==> src/rtl/md_audio_mixer_pkg.sv <==
// Shared audio types and constants for the MD audio mixer.
// Holds FSM states, PCM limits and datapath widths.
package md_audio_mixer_pkg;

    localparam int FM_W  = 9;
    localparam int PCM_W = 16;
    localparam int ACC_W = 15;
    localparam int PSG_W = 16;

    localparam logic [PCM_W-1:0] PCM_MAX = 16'h7fff;
    localparam logic [PCM_W-1:0] PCM_MIN = 16'h8000;

    typedef enum logic [1:0] {
        ACCUM = 2'd0,
        MIX   = 2'd1,
        EMIT  = 2'd2
    } state_t;

endpackage

==> src/rtl/md_audio_mixer_if.sv <==
// Audio mixer bus: FM/PSG inputs from the console ASIC
// and the PCM stereo sample stream to the audio sink.
interface md_audio_mixer_if;
    import md_audio_mixer_pkg::*;

    logic             FM_PHI_EN;
    logic             FM_SYNC;
    logic [FM_W-1:0]  MOL;
    logic [FM_W-1:0]  MOR;
    logic [PSG_W-1:0] PSG;
    logic             MUTE;
    logic [PCM_W-1:0] AUD_L;
    logic [PCM_W-1:0] AUD_R;
    logic             AUD_VALID;
    logic             CLIP_L;
    logic             CLIP_R;

    modport master (
        output FM_PHI_EN, FM_SYNC, MOL, MOR, PSG, MUTE,
        input  AUD_L, AUD_R, AUD_VALID, CLIP_L, CLIP_R
    );

    modport slave (
        input  FM_PHI_EN, FM_SYNC, MOL, MOR, PSG, MUTE,
        output AUD_L, AUD_R, AUD_VALID, CLIP_L, CLIP_R
    );

endinterface

==> src/rtl/md_audio_sat.sv <==
// One channel of the mixer: scale the FM window sum, add the
// attenuated PSG level and saturate to signed 16-bit PCM.
module md_audio_sat
    import md_audio_mixer_pkg::*;
#(
    parameter int FM_SHIFT  = 2,
    parameter int PSG_SHIFT = 3
) (
    input  logic [ACC_W-1:0] sum,
    input  logic [PSG_W-1:0] psg,
    output logic [PCM_W-1:0] pcm,
    output logic             clip
);

    // Two guard bits keep the scaled sum plus PSG term exact.
    localparam int MIX_W = ACC_W + FM_SHIFT + 2;
    localparam int TOP_W = MIX_W - PCM_W + 1;

    logic [MIX_W-1:0] fm_ext;
    logic [MIX_W-1:0] fm_term;
    logic [MIX_W-1:0] psg_term;
    logic [MIX_W-1:0] mix;

    // Overflow shows up as upper bits that are not a pure sign extension.
    always_comb begin
        fm_ext   = {{(MIX_W-ACC_W){sum[ACC_W-1]}}, sum};
        fm_term  = fm_ext << FM_SHIFT;
        psg_term = MIX_W'(psg >> PSG_SHIFT);
        mix      = fm_term + psg_term;
        clip     = 1'b0;
        pcm      = mix[PCM_W-1:0];
        if (mix[MIX_W-1:PCM_W-1] != {TOP_W{mix[MIX_W-1]}}) begin
            clip = 1'b1;
            pcm  = mix[MIX_W-1] ? PCM_MIN : PCM_MAX;
        end
    end

endmodule

==> src/rtl/md_audio_mixer.sv <==
// Integrates YM3438 MOL/MOR over one FM slot window, mixes in the
// PSG level and emits saturated stereo PCM with a valid strobe.
module md_audio_mixer
    import md_audio_mixer_pkg::*;
#(
    parameter int FM_SLOTS  = 24,
    parameter int FM_SHIFT  = 2,
    parameter int PSG_SHIFT = 3
) (
    input  logic              MCLK,
    input  logic              SRES,
    md_audio_mixer_if.slave   bus
);

    localparam int CNT_W = $clog2(FM_SLOTS);
    localparam logic [CNT_W-1:0] LAST = CNT_W'(FM_SLOTS - 1);

    state_t           state;
    state_t           state_nxt;
    logic [ACC_W-1:0] acc_l;
    logic [ACC_W-1:0] acc_r;
    logic [ACC_W-1:0] samp_l;
    logic [ACC_W-1:0] samp_r;
    logic [ACC_W-1:0] sum_l;
    logic [ACC_W-1:0] sum_r;
    logic [PSG_W-1:0] psg_q;
    logic [CNT_W-1:0] cnt;
    logic             window_ok;
    logic             syncing;
    logic             closing;
    logic [PCM_W-1:0] sat_l;
    logic [PCM_W-1:0] sat_r;
    logic             sat_cl;
    logic             sat_cr;
    logic [PCM_W-1:0] mix_l;
    logic [PCM_W-1:0] mix_r;
    logic             mix_cl;
    logic             mix_cr;
    logic [PCM_W-1:0] aud_l;
    logic [PCM_W-1:0] aud_r;
    logic             aud_valid;
    logic             clip_l;
    logic             clip_r;

    assign samp_l  = {{(ACC_W-FM_W){bus.MOL[FM_W-1]}}, bus.MOL};
    assign samp_r  = {{(ACC_W-FM_W){bus.MOR[FM_W-1]}}, bus.MOR};
    assign syncing = bus.FM_PHI_EN & bus.FM_SYNC;
    assign closing = bus.FM_PHI_EN & (cnt == LAST) & ~bus.FM_SYNC;

    // FSM state register.
    always_ff @(posedge MCLK or negedge SRES) begin
        if (!SRES) state <= ACCUM;
        else       state <= state_nxt;
    end

    // Next state: a closed window is only mixed once sync was seen.
    always_comb begin
        state_nxt = state;
        case (state)
            ACCUM:   if (closing && window_ok) state_nxt = MIX;
            MIX:     state_nxt = EMIT;
            EMIT:    state_nxt = ACCUM;
            default: state_nxt = ACCUM;
        endcase
    end

    // Slot counter and accumulators; sync restarts the window at slot 0.
    always_ff @(posedge MCLK or negedge SRES) begin
        if (!SRES) begin
            acc_l     <= '0;
            acc_r     <= '0;
            sum_l     <= '0;
            sum_r     <= '0;
            psg_q     <= '0;
            cnt       <= '0;
            window_ok <= 1'b0;
        end else if (syncing) begin
            acc_l     <= samp_l;
            acc_r     <= samp_r;
            cnt       <= CNT_W'(1);
            window_ok <= 1'b1;
        end else if (closing) begin
            sum_l <= acc_l + samp_l;
            sum_r <= acc_r + samp_r;
            psg_q <= bus.PSG;
            acc_l <= '0;
            acc_r <= '0;
            cnt   <= '0;
        end else if (bus.FM_PHI_EN) begin
            acc_l <= acc_l + samp_l;
            acc_r <= acc_r + samp_r;
            cnt   <= cnt + 1'b1;
        end
    end

    md_audio_sat #(
        .FM_SHIFT  (FM_SHIFT),
        .PSG_SHIFT (PSG_SHIFT)
    ) u_sat_l (
        .sum  (sum_l),
        .psg  (psg_q),
        .pcm  (sat_l),
        .clip (sat_cl)
    );

    md_audio_sat #(
        .FM_SHIFT  (FM_SHIFT),
        .PSG_SHIFT (PSG_SHIFT)
    ) u_sat_r (
        .sum  (sum_r),
        .psg  (psg_q),
        .pcm  (sat_r),
        .clip (sat_cr)
    );

    // Capture the saturated mix during the MIX cycle.
    always_ff @(posedge MCLK or negedge SRES) begin
        if (!SRES) begin
            mix_l  <= '0;
            mix_r  <= '0;
            mix_cl <= 1'b0;
            mix_cr <= 1'b0;
        end else if (state == MIX) begin
            mix_l  <= sat_l;
            mix_r  <= sat_r;
            mix_cl <= sat_cl;
            mix_cr <= sat_cr;
        end
    end

    // Output register: samples hold between strobes, clip pulses with valid.
    always_ff @(posedge MCLK or negedge SRES) begin
        if (!SRES) begin
            aud_l     <= '0;
            aud_r     <= '0;
            aud_valid <= 1'b0;
            clip_l    <= 1'b0;
            clip_r    <= 1'b0;
        end else begin
            aud_valid <= 1'b0;
            clip_l    <= 1'b0;
            clip_r    <= 1'b0;
            if (state == EMIT) begin
                aud_l     <= bus.MUTE ? '0 : mix_l;
                aud_r     <= bus.MUTE ? '0 : mix_r;
                aud_valid <= 1'b1;
                clip_l    <= mix_cl;
                clip_r    <= mix_cr;
            end
        end
    end

    assign bus.AUD_L     = aud_l;
    assign bus.AUD_R     = aud_r;
    assign bus.AUD_VALID = aud_valid;
    assign bus.CLIP_L    = clip_l;
    assign bus.CLIP_R    = clip_r;

endmodule
==> src/flat_wrapper.sv <==
// flat-port wrapper written by rule: the top's interface ports become plain ports
module md_audio_mixer_flat import md_audio_mixer_pkg::*;
#(
    parameter int FM_SLOTS  = 24,
    parameter int FM_SHIFT  = 2,
    parameter int PSG_SHIFT = 3
)
  (MCLK, SRES, bus_FM_PHI_EN, bus_FM_SYNC, bus_MOL, bus_MOR, bus_PSG, bus_MUTE, bus_AUD_L, bus_AUD_R, bus_AUD_VALID, bus_CLIP_L, bus_CLIP_R);
  md_audio_mixer_if bus_i ();
  input  logic MCLK;
  input  logic SRES;
  input wire logic [$bits(bus_i.FM_PHI_EN)-1:0] bus_FM_PHI_EN;
  input wire logic [$bits(bus_i.FM_SYNC)-1:0] bus_FM_SYNC;
  input wire logic [$bits(bus_i.MOL)-1:0] bus_MOL;
  input wire logic [$bits(bus_i.MOR)-1:0] bus_MOR;
  input wire logic [$bits(bus_i.PSG)-1:0] bus_PSG;
  input wire logic [$bits(bus_i.MUTE)-1:0] bus_MUTE;
  output wire logic [$bits(bus_i.AUD_L)-1:0] bus_AUD_L;
  output wire logic [$bits(bus_i.AUD_R)-1:0] bus_AUD_R;
  output wire logic [$bits(bus_i.AUD_VALID)-1:0] bus_AUD_VALID;
  output wire logic [$bits(bus_i.CLIP_L)-1:0] bus_CLIP_L;
  output wire logic [$bits(bus_i.CLIP_R)-1:0] bus_CLIP_R;
  assign bus_i.FM_PHI_EN = bus_FM_PHI_EN;
  assign bus_i.FM_SYNC = bus_FM_SYNC;
  assign bus_i.MOL = bus_MOL;
  assign bus_i.MOR = bus_MOR;
  assign bus_i.PSG = bus_PSG;
  assign bus_i.MUTE = bus_MUTE;
  assign bus_AUD_L = bus_i.AUD_L;
  assign bus_AUD_R = bus_i.AUD_R;
  assign bus_AUD_VALID = bus_i.AUD_VALID;
  assign bus_CLIP_L = bus_i.CLIP_L;
  assign bus_CLIP_R = bus_i.CLIP_R;
  md_audio_mixer #(.FM_SLOTS(FM_SLOTS), .FM_SHIFT(FM_SHIFT), .PSG_SHIFT(PSG_SHIFT)) u_core (.MCLK(MCLK), .SRES(SRES), .bus(bus_i));
endmodule
==> config.mk <==
export PLATFORM = sky130hd
export DESIGN_NAME = md_audio_mixer_flat
export DESIGN_NICKNAME = d
export VERILOG_FILES = /design/src/rtl/md_audio_mixer_pkg.sv /design/src/rtl/md_audio_mixer_if.sv /design/src/rtl/md_audio_sat.sv /design/src/rtl/md_audio_mixer.sv /design/src/flat_wrapper.sv
export SDC_FILE = /design/constraint.sdc
export NUM_CORES = 1
export LEC_CHECK = 0
export ABC_AREA = 0
export ABC_CLOCK_PERIOD_IN_PS = 5000
export CORE_MARGIN = 2
export CORE_UTILIZATION = 27
export DETAILED_ROUTE_END_ITERATION = 10
export PLACE_DENSITY = 0.45
export SYNTH_ARGS = -nofsm -noshare
export SYNTH_HDL_FRONTEND = slang
export SYNTH_SLANG_ARGS = --single-unit
==> constraint.sdc <==
create_clock -name MCLK -period 5 [get_ports MCLK]
set_clock_uncertainty 0.05 [all_clocks]
set_input_delay 1.5 -clock MCLK [delete_from_list [all_inputs] [get_ports MCLK]]
set_output_delay 1.5 -clock MCLK [all_outputs]
set_load 0.02 [all_outputs]
==> impl_metrics.yaml <==
worst_hold_path:
  min-delay-path-class: "reg -> reg"
global_route:
  grt_usage: 0.1306
  antenna_found_initial: 0
  grt_pass1_vias: 6412
  grt_max_degree: 68
  grt_pass1_wl_um: 34590
  grt-ovfl-total: 0
logic_synthesis:
  ys_top_cells_by_area: "dfrtp_1, nand2_1, ha_1"
  async_flop_share: 1.000
  synth_edf_count: 0
  yosys_warnings: 0
  synth_area_per_cell_um2: 8.903
  synth_area_um2: 8387
  yosys-top-cells-count: "nand2_1, dfrtp_1, o21ai_0, a21oi_1, nor2_1"
  ys_ff_latch: 150
  synth_ff_type: "dfrtp_1"
  synth_nets: 1036
  synth_top_area_cell: "dfrtp_1"
  synth_most_common_cell: "nand2_1"
  seq_area_frac_synth: 0.4476
  syn-instance-count: 942
  synth_cell_types: 66
  synth_top_area_frac: 0.4476
setup_path:
  regToRegSetupSlack_ps: 1700
  critPathRequiredTime_ps: 5260
  path_common_cell: "nor2_1"
  worstPathArrival_ps: 4420
  cp_max_fo: 3
  cp-startpoint: "bus_MOL[0]"
  cp-start-kind: "primary input"
  r2r_cells: 10
  crit_chain: "clkdlybuf4s50_1 > ha_1 > fa_1 > a211oi_2 > nor2_1 > o41a_1 > a41o_1 > nor2_1 > o21ai_0 > xnor2_1 > a221o_1"
  worstReg2RegEnd: "u_core.mix_r[11]"
  max_stage_delay_ps: 450
  crit_buf_inv: 1
  timing_worst_setup_path_type: "in -> reg"
  slowest_stage: "fa_1"
  reg2reg_from: "u_core.psg_q[5]"
  endpoint: "u_core.acc_l[12]"
  setup.worst_path.end_class: "flip-flop"
  crit_family: "compound AO/OA/AOI/OAI gates"
  crit_cells: 11
power:
  peakVddDrop_mv: 0.1999
  power.switching_mw: 1.511
  p_clk_frac: 0.316
  power.density_nw_per_um2: 429.4
  p_leak_nw: 4.596
  p_sw_frac: 0.3481
  internal_power_mw: 2.830
  combPwrFrac: 0.320
  seqPwrFrac: 0.364
  totalPowerFinal_mw: 4.341
timing:
  setup_viol: 0
  period_share: 0.8318
  rsz0062_at_grt: "no"
  fin_tns_setup_ps: 0
  fmax_mhz: 240.4
  fin_crit_ps: 4159
  tightest_slew_ps: 1116
  final_hold_viol_count: 0
  max_slew_margin: 0.2557
  maxSlewViolCount: 0
cts:
  cts_resized: 0
  cts_num_sinks: 150
  cts.path.max_buffers: 2
  cts_tree: "done"
  cts.htree.levels: 4
  postCtsSetupRepairBufs: 0
  cts_hold_buf: 0
  clk_latency_ps: 420
  cts_buffers: 17
  cts-root-buf: "clkbuf_16"
  cts.clk_slew.worst_paths_ps: 60
layout:
  synthToLayoutAreaGrowth_pct: 20.53
  diodes: 0
  drive_gt1_frac: 0.05946
  fin_util: 0.3305
  fin_nets: 1090
  fill_cells: 3240
floorplanning:
  io_pins: 74
  dieArea_um2: 32490
  rows: 64
  die-height_um: 180.2
  die_width_um: 180.2
  start_util: 0.2742
  core_um2: 30590
route:
  wire_per_inst_um: 14.64
  drtIter0Drc: 388
  wirelength_um: 20570
  drc: 0
  ant_nets: 0
  route.vias.total: 6490
  dr.pass1.iters: 4
  via_per_inst: 4.619
place:
  numPortBuffers: 70
  place_hpwl_um: 14650
  gp_congestion: 0.8087
job:
  max_cap_viol_count: 0
run_status:
  outcome: "complete, no violations"
## power by group through the flow
stage	Sequential [mW]	Combinational [mW]	Clock, mW
6_report	1.58	1.39	1.37
5_1_grt	1.61	1.57	1.46
4_1_cts	1.58	1.40	1.41
3_3_place_gp	1.60	1.39	0
3_5_place_dp	1.60	1.39	0
2_1_floorplan	1.62	0.935	0
## registers in the layout, summed over array words and instances, names as in the netlist, 2 cells and up
signal / flops
u_core.mix_l: 16
u_core.acc_l: 15
u_core.sum_l: 15
u_core.mix_r: 16
u_core.bus.AUD_L: 16
u_core.acc_r: 15
u_core.state: 2
u_core.cnt: 5
u_core.sum_r: 15
u_core.bus.AUD_R: 16
u_core.psg_q: 13
## worst register-to-register path: cells and delay by family, from the launching register on
family | cells | cell delay (ps)
adders and majority gates | 2 | 690
DFF | 1 | 430
AOI/OAI and AO/OA | 6 | 1660
and+or+nand+nor | 2 | 380
## through the flow
stage | hold slack [ps] | cells | instance area (um^2) | setup slack [ps]
final | 418.9 | 1405 | 10110 | 840.8
after global routing | 456.3 | 1405 | 10110 | 739.4
after CTS | 422.7 | 1405 | 10110 | 868.5
after detailed placement | 410.4 | 1373 | 9492 | 422.2
after global placement | 407.4 | 1373 | 9492 | 416.6
after floorplan | 370.0 | 942 | 8387 | 1084
## final cells by class
| cell class | count | area [um^2] | share of cell area |
|---|---|---|---|
| Inverter | 15 | 56.30 | 0.005570 |
| Tap cell | 396 | 495.5 | 0.04902 |
| Clock inverter | 14 | 187.7 | 0.01857 |
| Clock buffer | 18 | 429.2 | 0.04246 |
| Multi-Input combinational cell | 732 | 4409 | 0.4362 |
| Sequential cell | 150 | 3754 | 0.3713 |
| Timing Repair Buffer | 80 | 777.0 | 0.07687 |
## logic make-up after synthesis
logic type,synth area share
and+or+nand+nor,0.1910
DFF,0.4476
adders and majority gates,0.08563
xor gates and xnor gates,0.04699
muxes,0.005221
buffers and inverters,0.02849
AOI/OAI and AO/OA,0.1951
## worst min path at each step
stage | start | endpoint | slack, ps | cells past startpoint
detailed placement | u_core.mix_l[15] | u_core.mix_l[15] | 410 | 2
CTS | u_core.state[0] | u_core.state[0] | 420 | 1
floorplan | u_core.window_ok | u_core.window_ok | 370 | 1
finish | u_core.mix_l[15] | u_core.mix_l[15] | 420 | 2
global placement | u_core.state[0] | u_core.state[0] | 410 | 1
global route | u_core.state[1] | u_core.state[0] | 460 | 1
## per-layer routing
layer  vias up  share of wire  GRT usage
met2       114           0.41     0.1901
met1      2971           0.54     0.1978
met5         -              0          0
li1       3391              -          -
met3        14          0.041    0.02425
met4         0         0.0091    0.03258
## cell usage in the layout, fill, tap and decap left out, types with 17 or more instances in the layout
| master | synthesis | layout |
|---|---|---|
| ha_1 | 51 | 51 |
| o21ai_0 | 87 | 87 |
| nand2_1 | 210 | 210 |
| a21oi_1 | 76 | 76 |
| xnor2_1 | 29 | 29 |
| clkdlybuf4s50_1 | 0 | 69 |
| clkbuf_16 | 0 | 17 |
| nand2b_1 | 37 | 35 |
| dfrtp_1 | 150 | 150 |
| nor2_1 | 70 | 70 |
No activity file was read; power rests on OpenSTA's default activity.
